File: src/rtl/result_drain_ctrl_if.sv
// rtl/result_drain_ctrl_if.sv - control, buffer-read and packed-output signals of result_drain_ctrl
interface result_drain_ctrl_if #(
  parameter int PACK  = 4,
  parameter int LEN_W = 15
);
  logic                 i_tile_start;
  logic [LEN_W-1:0]     i_tile_len;
  logic                 o_busy;
  logic                 o_start_err;
  logic                 o_buf_rd_en;
  logic [15:0]          i_buf_rd_data;
  logic                 i_buf_empty;
  logic [16*PACK-1:0]   o_data;
  logic                 o_valid;
  logic                 i_ready;
  logic                 o_last;
  logic [PACK-1:0]      o_keep;
  logic                 o_tile_done;
  logic [31:0]          o_stall_cycles;
  logic [31:0]          o_underrun_cycles;

  modport slave (
    input  i_tile_start, i_tile_len, i_buf_rd_data, i_buf_empty, i_ready,
    output o_busy, o_start_err, o_buf_rd_en, o_data, o_valid, o_last, o_keep,
           o_tile_done, o_stall_cycles, o_underrun_cycles
  );

  modport master (
    output i_tile_start, i_tile_len, i_buf_rd_data, i_buf_empty, i_ready,
    input  o_busy, o_start_err, o_buf_rd_en, o_data, o_valid, o_last, o_keep,
           o_tile_done, o_stall_cycles, o_underrun_cycles
  );
endinterface

File: src/rtl/result_drain_ctrl.sv
// rtl/result_drain_ctrl.sv - drains one FP16 result tile from the result buffer into PACK-lane words
// Optional statistics counters are built when RESULT_DRAIN_STATS_EN is defined.
module result_drain_ctrl #(
  parameter int PACK  = 4,
  parameter int LEN_W = 15
) (
  input  logic               i_clk,
  input  logic               i_reset,
  result_drain_ctrl_if.slave bus
);
  localparam int CW = $clog2(PACK + 1);
  localparam int DW = 16 * PACK;

  typedef enum logic [1:0] {S_IDLE, S_RUN, S_DRAIN, S_DONE} state_t;

  state_t             state_q, state_d;
  logic [LEN_W-1:0]   issue_rem_q, issue_rem_d;
  logic [CW-1:0]      lanes_q, lanes_d;
  logic               inflight_q, inflight_d;
  logic               last_inflight_q, last_inflight_d;
  logic               asm_last_q, asm_last_d;
  logic [DW-1:0]      asm_q, asm_d;
  logic [DW-1:0]      data_q, data_d;
  logic               valid_q, valid_d;
  logic               last_q, last_d;
  logic [PACK-1:0]    keep_q, keep_d;
  logic               busy_q, busy_d;
  logic               err_q, err_d;
  logic               done_q, done_d;

  logic               rd_en, start_ok, accept, can_xfer;
  logic               final_arr, complete_now, pending;
  logic [CW:0]        occ;
  logic [CW-1:0]      new_lanes;
  logic [DW-1:0]      merged;

  function automatic logic [PACK-1:0] keep_for(input logic [CW-1:0] n);
    logic [PACK-1:0] m;
    for (int k = 0; k < PACK; k++) m[k] = (CW'(k) < n);
    return m;
  endfunction

  assign occ       = {1'b0, lanes_q} + {{CW{1'b0}}, inflight_q};
  assign rd_en     = (state_q == S_RUN) && !bus.i_buf_empty && (issue_rem_q != '0)
                     && (occ < (CW+1)'(PACK));
  assign start_ok  = (state_q == S_IDLE) && bus.i_tile_start;
  assign accept    = valid_q && bus.i_ready;
  assign can_xfer  = !valid_q || bus.i_ready;
  assign new_lanes = lanes_q + CW'(1);
  assign final_arr = inflight_q && last_inflight_q;
  assign complete_now = inflight_q && ((new_lanes == CW'(PACK)) || final_arr);
  // A finished word may be parked in assembly while the output register is blocked.
  assign pending   = (lanes_q == CW'(PACK)) || asm_last_q;

  always_comb begin
    merged = asm_q;
    for (int k = 0; k < PACK; k++) begin
      if (lanes_q == CW'(k)) merged[16*k +: 16] = bus.i_buf_rd_data;
    end
  end

  always_comb begin
    state_d         = state_q;
    issue_rem_d     = issue_rem_q;
    err_d           = err_q;
    inflight_d      = rd_en;
    last_inflight_d = rd_en && (issue_rem_q == LEN_W'(1));
    if (rd_en) issue_rem_d = issue_rem_q - LEN_W'(1);

    case (state_q)
      S_IDLE: begin
        if (bus.i_tile_start) begin
          issue_rem_d = bus.i_tile_len;
          state_d     = (bus.i_tile_len == '0) ? S_DONE : S_RUN;
        end
      end
      S_RUN:   if (rd_en && (issue_rem_q == LEN_W'(1))) state_d = S_DRAIN;
      S_DRAIN: if (accept && last_q) state_d = S_DONE;
      default: state_d = S_IDLE;
    endcase

    if (bus.i_tile_start && (state_q != S_IDLE)) err_d = 1'b1;
    busy_d = (state_d != S_IDLE);
    done_d = (state_d == S_DONE);

    asm_d      = asm_q;
    lanes_d    = lanes_q;
    asm_last_d = asm_last_q;
    data_d     = data_q;
    last_d     = last_q;
    keep_d     = keep_q;
    valid_d    = valid_q && !bus.i_ready;

    if (complete_now && can_xfer) begin
      // Completing element goes straight to the output, bypassing assembly.
      data_d     = merged;
      valid_d    = 1'b1;
      last_d     = final_arr;
      keep_d     = keep_for(new_lanes);
      asm_d      = '0;
      lanes_d    = '0;
      asm_last_d = 1'b0;
    end else if (complete_now) begin
      asm_d      = merged;
      lanes_d    = new_lanes;
      asm_last_d = final_arr;
    end else if (pending && can_xfer) begin
      data_d     = asm_q;
      valid_d    = 1'b1;
      last_d     = asm_last_q;
      keep_d     = keep_for(lanes_q);
      asm_d      = '0;
      lanes_d    = '0;
      asm_last_d = 1'b0;
    end else if (inflight_q) begin
      asm_d   = merged;
      lanes_d = new_lanes;
    end
  end

  always_ff @(posedge i_clk or posedge i_reset) begin
    if (i_reset) begin
      state_q         <= S_IDLE;
      issue_rem_q     <= '0;
      lanes_q         <= '0;
      inflight_q      <= 1'b0;
      last_inflight_q <= 1'b0;
      asm_last_q      <= 1'b0;
      asm_q           <= '0;
      data_q          <= '0;
      valid_q         <= 1'b0;
      last_q          <= 1'b0;
      keep_q          <= '0;
      busy_q          <= 1'b0;
      err_q           <= 1'b0;
      done_q          <= 1'b0;
    end else begin
      state_q         <= state_d;
      issue_rem_q     <= issue_rem_d;
      lanes_q         <= lanes_d;
      inflight_q      <= inflight_d;
      last_inflight_q <= last_inflight_d;
      asm_last_q      <= asm_last_d;
      asm_q           <= asm_d;
      data_q          <= data_d;
      valid_q         <= valid_d;
      last_q          <= last_d;
      keep_q          <= keep_d;
      busy_q          <= busy_d;
      err_q           <= err_d;
      done_q          <= done_d;
    end
  end

  assign bus.o_buf_rd_en = rd_en;
  assign bus.o_data      = data_q;
  assign bus.o_valid     = valid_q;
  assign bus.o_last      = last_q;
  assign bus.o_keep      = keep_q;
  assign bus.o_busy      = busy_q;
  assign bus.o_start_err = err_q;
  assign bus.o_tile_done = done_q;

`ifdef RESULT_DRAIN_STATS_EN
  logic [31:0] stall_q, stall_d, under_q, under_d;

  always_comb begin
    stall_d = stall_q;
    under_d = under_q;
    if (start_ok) begin
      stall_d = '0;
      under_d = '0;
    end else begin
      if (valid_q && !bus.i_ready && (stall_q != '1)) stall_d = stall_q + 32'd1;
      if ((state_q == S_RUN) && bus.i_buf_empty && (issue_rem_q != '0) && (under_q != '1))
        under_d = under_q + 32'd1;
    end
  end

  always_ff @(posedge i_clk or posedge i_reset) begin
    if (i_reset) begin
      stall_q <= '0;
      under_q <= '0;
    end else begin
      stall_q <= stall_d;
      under_q <= under_d;
    end
  end

  assign bus.o_stall_cycles    = stall_q;
  assign bus.o_underrun_cycles = under_q;
`else
  assign bus.o_stall_cycles    = '0;
  assign bus.o_underrun_cycles = '0;
`endif
endmodule

File: src/flat_wrapper.sv
// flat-port wrapper written by rule: the top's interface ports become plain ports
module result_drain_ctrl_flat 
#(
  parameter int PACK  = 4,
  parameter int LEN_W = 15
)
  (i_clk, i_reset, bus_i_tile_start, bus_i_tile_len, bus_i_buf_rd_data, bus_i_buf_empty, bus_i_ready, bus_o_busy, bus_o_start_err, bus_o_buf_rd_en, bus_o_data, bus_o_valid, bus_o_last, bus_o_keep, bus_o_tile_done, bus_o_stall_cycles, bus_o_underrun_cycles);
  result_drain_ctrl_if #(.PACK(PACK), .LEN_W(LEN_W)) bus_i ();
  input  logic i_clk;
  input  logic i_reset;
  input wire logic [$bits(bus_i.i_tile_start)-1:0] bus_i_tile_start;
  input wire logic [$bits(bus_i.i_tile_len)-1:0] bus_i_tile_len;
  input wire logic [$bits(bus_i.i_buf_rd_data)-1:0] bus_i_buf_rd_data;
  input wire logic [$bits(bus_i.i_buf_empty)-1:0] bus_i_buf_empty;
  input wire logic [$bits(bus_i.i_ready)-1:0] bus_i_ready;
  output wire logic [$bits(bus_i.o_busy)-1:0] bus_o_busy;
  output wire logic [$bits(bus_i.o_start_err)-1:0] bus_o_start_err;
  output wire logic [$bits(bus_i.o_buf_rd_en)-1:0] bus_o_buf_rd_en;
  output wire logic [$bits(bus_i.o_data)-1:0] bus_o_data;
  output wire logic [$bits(bus_i.o_valid)-1:0] bus_o_valid;
  output wire logic [$bits(bus_i.o_last)-1:0] bus_o_last;
  output wire logic [$bits(bus_i.o_keep)-1:0] bus_o_keep;
  output wire logic [$bits(bus_i.o_tile_done)-1:0] bus_o_tile_done;
  output wire logic [$bits(bus_i.o_stall_cycles)-1:0] bus_o_stall_cycles;
  output wire logic [$bits(bus_i.o_underrun_cycles)-1:0] bus_o_underrun_cycles;
  assign bus_i.i_tile_start = bus_i_tile_start;
  assign bus_i.i_tile_len = bus_i_tile_len;
  assign bus_i.i_buf_rd_data = bus_i_buf_rd_data;
  assign bus_i.i_buf_empty = bus_i_buf_empty;
  assign bus_i.i_ready = bus_i_ready;
  assign bus_o_busy = bus_i.o_busy;
  assign bus_o_start_err = bus_i.o_start_err;
  assign bus_o_buf_rd_en = bus_i.o_buf_rd_en;
  assign bus_o_data = bus_i.o_data;
  assign bus_o_valid = bus_i.o_valid;
  assign bus_o_last = bus_i.o_last;
  assign bus_o_keep = bus_i.o_keep;
  assign bus_o_tile_done = bus_i.o_tile_done;
  assign bus_o_stall_cycles = bus_i.o_stall_cycles;
  assign bus_o_underrun_cycles = bus_i.o_underrun_cycles;
  result_drain_ctrl #(.PACK(PACK), .LEN_W(LEN_W)) u_core (.i_clk(i_clk), .i_reset(i_reset), .bus(bus_i));
endmodule
File: config.mk
export PLATFORM = sky130hd
export DESIGN_NAME = result_drain_ctrl_flat
export DESIGN_NICKNAME = d
export VERILOG_FILES = /design/src/rtl/result_drain_ctrl_if.sv /design/src/rtl/result_drain_ctrl.sv /design/src/flat_wrapper.sv
export SDC_FILE = /design/constraint.sdc
export NUM_CORES = 1
export LEC_CHECK = 0
export CORE_UTILIZATION = 51
export DETAILED_ROUTE_END_ITERATION = 12
export GPL_ROUTABILITY_DRIVEN = 1
export PLACE_DENSITY = 0.91
export SETUP_SLACK_MARGIN = 0.3
export SYNTH_ARGS = -nofsm -noshare
export SYNTH_HDL_FRONTEND = slang
export SYNTH_SLANG_ARGS = --single-unit
File: constraint.sdc
create_clock -name i_clk -period 8.7 [get_ports i_clk]
set_clock_uncertainty 0.2 [all_clocks]
set_input_delay 2.61 -clock i_clk [delete_from_list [all_inputs] [get_ports i_clk]]
set_output_delay 2.61 -clock i_clk [all_outputs]
set_load 0.01 [all_outputs]
* Yosys cells after proc, flatten, opt, wreduce, memory -nomap -nowiden
Index checks and enable logic that the tools add are counted.
Widths: inputs -> output; s select.
** Operators by class
- Add/subtract/negate cells :: 3
- $lt $le $gt $ge :: 9
- Equality and inequality tests :: 10
- Muxes and demuxes :: 35
- Reductions and logical operators :: 28
** Operator list (count)
- $mux 64 :: 7
- $mux 16 :: 4
- $mux 15 :: 3
- $eq 15x1->1 const B :: 1
- $logic_not 15->1 :: 1
- $reduce_bool 15->1 :: 1
- $sub 15x1->15 const B :: 1
- $logic_and 1x1->1 :: 12
- $lt 1x3->1 const A :: 4
- $lt 2x3->1 const A :: 4
- $mux 3 :: 4
- $mux 4 :: 3
- $mux 1 :: 9
- $mux 2 :: 4
- $eq 3x2->1 const B :: 2
- $eq 3x3->1 const B :: 2
- $pmux 2 s3 :: 1
- $reduce_bool 2->1 :: 3
- $add 3x1->4 :: 1
- $eq 2x2->1 const B :: 2
- $lt 4x3->1 const B :: 1
- $reduce_bool 4->1 :: 1
- $add 3x1->3 const B :: 1
- $eq 3x1->1 const B :: 1
- other kinds (8) :: 12
** Storage, ports and cells
- Register bits after elaboration :: 160
- Input port bits :: 36
- Word-level logic and storage cells :: 99

* Depth between registers and ports, before layout
- Depth in word-level cells :: 8
- Depth in mapped cells :: 9
- Gate-level depth less buffers :: 6

* Least setup slack after synthesis
OpenSTA, ideal clock, no wires.
- Path type :: in2out
- Start point :: input bus_i_buf_empty
- End point :: output bus_o_buf_rd_en
- Arrival time :: 3376 ps
- Data required time :: 5890 ps
- Setup slack :: 2514 ps
- Stages on the path :: 3
- Path buffers :: 0
- Cell sequence :: nor4b_4 nand2_2 nor2_1
** On the way
- Cells in the longest elaborated chain, start to end :: 4
** RTL lines
- start: declaration :: line flat_wrapper.sv:14 : input wire logic [$bits(bus_i.i_buf_empty)-1:0] bus_i_buf_empty;
- $logic_not 1->1 :: line result_drain_ctrl.sv:44 : assign rd_en = (state_q == S_RUN) && !bus.i_buf_empty && (issue_rem_q != '0)
- $logic_and 1x1->1 (2 in series) :: line result_drain_ctrl.sv:44
- $logic_and 1x1->1 :: line result_drain_ctrl.sv:45 : && (occ < (CW+1)'(PACK));
- end: declaration :: line flat_wrapper.sv:18 : output wire logic [$bits(bus_i.o_buf_rd_en)-1:0] bus_o_buf_rd_en;
Every way passes these cells.

* Worst setup path after layout
Same ends and word-level chain as after synthesis.

==> results.md <==
* Cells along the critical path: clkdlybuf4s50_1 > nor4b_4 > nand2_2 > nor2_1 > clkdlybuf4s50_1
* Top Family by Delay on Critical Path: buffers and inverters
* WP data arrival at 4.45 ns
* Longest Clk Path Bufs at 2
* Critical Path End: bus_o_buf_rd_en
* Die Area at 16400 sq um
* Fmax at 0.138 GHz
* Post-DP Area at 8990 sq um
* Average vias per placed instance at 6.08
* Fin crit period at 7.26 ns
* Dpl cells at 1105
* Post-Synth Simple-Gate Area at 0.185
* CP Capture Type: output port
* Post-Synth XOR/XNOR Area at 0.00523
* # diodes at 0
* Buffers plus inverters on the worst setup path at 2
* Pin count of the biggest net entering global routing at 100
* WS Path Type: in -> out
* CTS Sinks at 160
* Hold_buf cts at 0
* Gr usage total at 0.266
* Setup violators final at 0
* Skew-Pair Late Insertion Delay at 0.43 ns
* Post-CTS setup buffer count at 0
* Clock buffer count from CTS at 17
* Lkg Pwr at 4.13 nW
* Fin cells at 1137
* DRT antenna net count at 0
* Synthesized instance count at 849
* Global-route wire length before repair at 33.8 mm
* Chip width at 128 microns
* CTS tree: done
* Synthesized area at 8130 sq um
* Detailed-route wire length at 21.5 mm
* Routed vias at 6909
* Nets at 956
* Worst-margin pin slew at 1.25 ns
* Rel. slew slack at 0.161
* Worst path slowest cell: clkdlybuf4s50_1
* YS warnings at 0
* CTS H-tree lvls at 4
* Worst R2R Setup Slack at 5.40 ns
* First drt pass iteration count at 6
* Routed length per placed instance at 18.9 microns
* Share of the synthesized area in the top cell type at 0.493
* Max-cap viol count at 0
* Drc violations at 0
* Global route overflow at 0
* Worst min path class: reg -> reg
* CP required at 5.89 ns
* Gpl congestion at 0.912
* Top cell by count, worst path: clkdlybuf4s50_1
* # port buffers at 109
* Area growth from synthesis to layout at 17.7%
* Largest family of logic cells by synthesized area: compound AO/OA/AOI/OAI gates
* Worst r2r src: u_core.lanes_q[1]
* Post-synth EDFFs at 0
* Cell taking the most area after synthesis: dfrtp_1
* Share of cells above drive strength 1 at 0.0648
* DRT iter0 DRCs at 846
* Die height at 128 microns
* Unique cell type count in the Yosys netlist at 62
* Crit-path max cell delay at 0.57 ns
* CP Launch Point: bus_i_buf_empty
* Status: completed
* Worst r2r path cells at 6
* Hold Vio Cnt, Final at 0
* Synth Flop Type: dfrtp_1
* CTS-repair resized insts at 0
* Main area contributors after synthesis: dfrtp_1 49%, nand2_1 7.9%, a221o_1 7.9%
* # rows at 45
* RSZ-0062 raised after global routing: false
* Post-Synth Adder-Cell Area at 0.0108
* Period utilisation layout at 0.835
* Root buffer cell: clkbuf_16
* Vias in the first global route at 6486
* Design area at 9560 sq um
* I/O pin count at 174
* CP max FO at 10
* WP depth at 5
* Synth Area in Compound Gates at 0.199
* Post-DP HPWL at 13.5 mm
* Pins over their slew limit at 0
* Avg Synthesized Cell Area at 9.57 sq um
* FFs w/ async S/R, synth at 1.00
* Setup_tns at 0 ns
* Clk pin slew, worst setup/hold paths at 0.06 ns
* Starting Density at 0.529
* Core area at 15400 sq um
* FF-to-FF End: u_core.bus.o_data[22]
* Synth Register Bits at 160
* Antenna violations before repair at 0
* P per Cell Area at 345 nW/um^2
* Sequential area share after synthesis at 0.493
* Multiplexer share of the synthesized area at 0.00385
* Worst VDD drop at 218 uV
* CP Launch Type: input pin
* Hold path depth at 1
worst reg2reg max path, cell delays in order (launching register included):
cell and delay (ns):
dfrtp_1 0.55, ha_1 0.41, xnor2_2 0.16, o211ai_2 0.71
nand2_1 0.31, buf_4 0.37, a221o_1 0.45
flip-flops by register name (all words and copies together) (netlist names):
name	flops
u_core.last_inflight_q	1
u_core.lanes_q	3
u_core.bus.o_last	1
u_core.bus.o_valid	1
u_core.inflight_q	1
u_core.bus.o_data	64
u_core.bus.o_busy	1
u_core.asm_last_q	1
u_core.state_q	2
u_core.asm_q	64
u_core.bus.o_keep	4
u_core.bus.o_start_err	1
u_core.issue_rem_q	15
u_core.bus.o_tile_done	1
cell families (layout without fill, tap and decap cells):
group	Yosys count	count (layout)
and+or+nand+nor	320	320
AOI/OAI and AO/OA	212	212
DFF	160	160
buffers and inverters	142	156
adders and majority gates	7	7
xor gates and xnor gates	4	4
muxes	3	3
other	1	64
worst min path at each step:
stage | end | startpoint | slack, ns
after floorplan | u_core.bus.o_data[42] | u_core.asm_q[42] | 0.28
after global routing | u_core.bus.o_start_err | u_core.bus.o_start_err | 0.31
after detailed placement | u_core.bus.o_start_err | u_core.bus.o_start_err | 0.26
after CTS | u_core.bus.o_start_err | u_core.bus.o_start_err | 0.28
final | u_core.bus.o_start_err | u_core.bus.o_start_err | 0.28
after global placement | u_core.bus.o_start_err | u_core.bus.o_start_err | 0.25
cell usage after synthesis (3+ instances only):
| cell type | n |
|---|---|
| ha_1 | 7 |
| nand2b_1 | 7 |
| buf_2 | 19 |
| a31oi_1 | 8 |
| a21oi_1 | 70 |
| a221o_1 | 64 |
| o21ai_0 | 10 |
| a211oi_4 | 3 |
| a21boi_0 | 16 |
| a211oi_1 | 17 |
| inv_1 | 7 |
| nand3_1 | 31 |
| dfrtp_1 | 160 |
| o211ai_1 | 3 |
| nor2_1 | 37 |
| nor3_1 | 4 |
| buf_6 | 5 |
| nand2_1 | 171 |
| o311ai_0 | 4 |
| clkbuf_1 | 40 |
| or3_1 | 9 |
| and3_1 | 19 |
| or4_1 | 11 |
| nor4_1 | 6 |
| nor2b_1 | 5 |
| or2_2 | 3 |
| buf_1 | 7 |
| and2_1 | 4 |
| buf_4 | 64 |
per-stage QoR:
| stage | util | hold slack (ns) | power (mW) | setup slack (ns) |
|---|---|---|---|---|
| after floorplan | - | 0.278 | 2.05 | 1.57 |
| after global placement | 0.585 | 0.254 | 2.48 | 1.48 |
| after detailed placement | 0.585 | 0.258 | 2.53 | 1.45 |
| after CTS | 0.622 | 0.279 | 3.29 | 1.44 |
| after global routing | 0.622 | 0.314 | 3.47 | 1.36 |
| final | 0.622 | 0.280 | 3.30 | 1.44 |
routing by layer:
layer,GRT usage,vias to the layer above,wire length (microns)
met5,0,-,0
met4,0.120,0,756
met3,0.0534,73,1900
met2,0.411,428,10300
met1,0.361,3377,8570
li1,-,3031,-
report_power, final:
part | total (mW) | internal [mW] | switching (mW)
sequential | 1.27 | 1.03 | 0.234
clock | 0.738 | 0.416 | 0.322
combinational | 1.29 | 0.596 | 0.696
total | 3.30 | 2.05 | 1.25
placed cells by master (no fill, tap or decap), types with 4 or more instances in the layout:
master	synthesis	routed
nand2b_1	7	6
a21boi_0	16	16
inv_6	0	7
or3_1	9	9
a31oi_1	8	8
nor4_1	6	6
or4_1	11	11
a211oi_1	17	17
a221o_1	64	64
nor2_1	37	36
inv_1	7	6
nor3_1	4	4
nor2b_1	5	5
ha_1	7	7
o21ai_0	10	10
nand3_1	31	31
and2_1	4	4
clkdlybuf4s50_1	0	109
dfrtp_1	160	160
conb_1	1	64
o311ai_0	4	4
buf_4	64	8
and3_1	19	19
a21oi_1	70	70
nand2_1	171	171
clkbuf_16	0	17
final cells by class:
type / count / area, sq um
multi-input cells: 610 / 3540
clock inverters: 12 / 120
fillers: 1200 / 5810
well taps: 211 / 264
repair buffers: 117 / 1150
clock buffers: 20 / 457
flip-flops and latches: 160 / 4000
inverters: 7 / 31.3
Note: power is estimated with default switching activity, not from simulation.
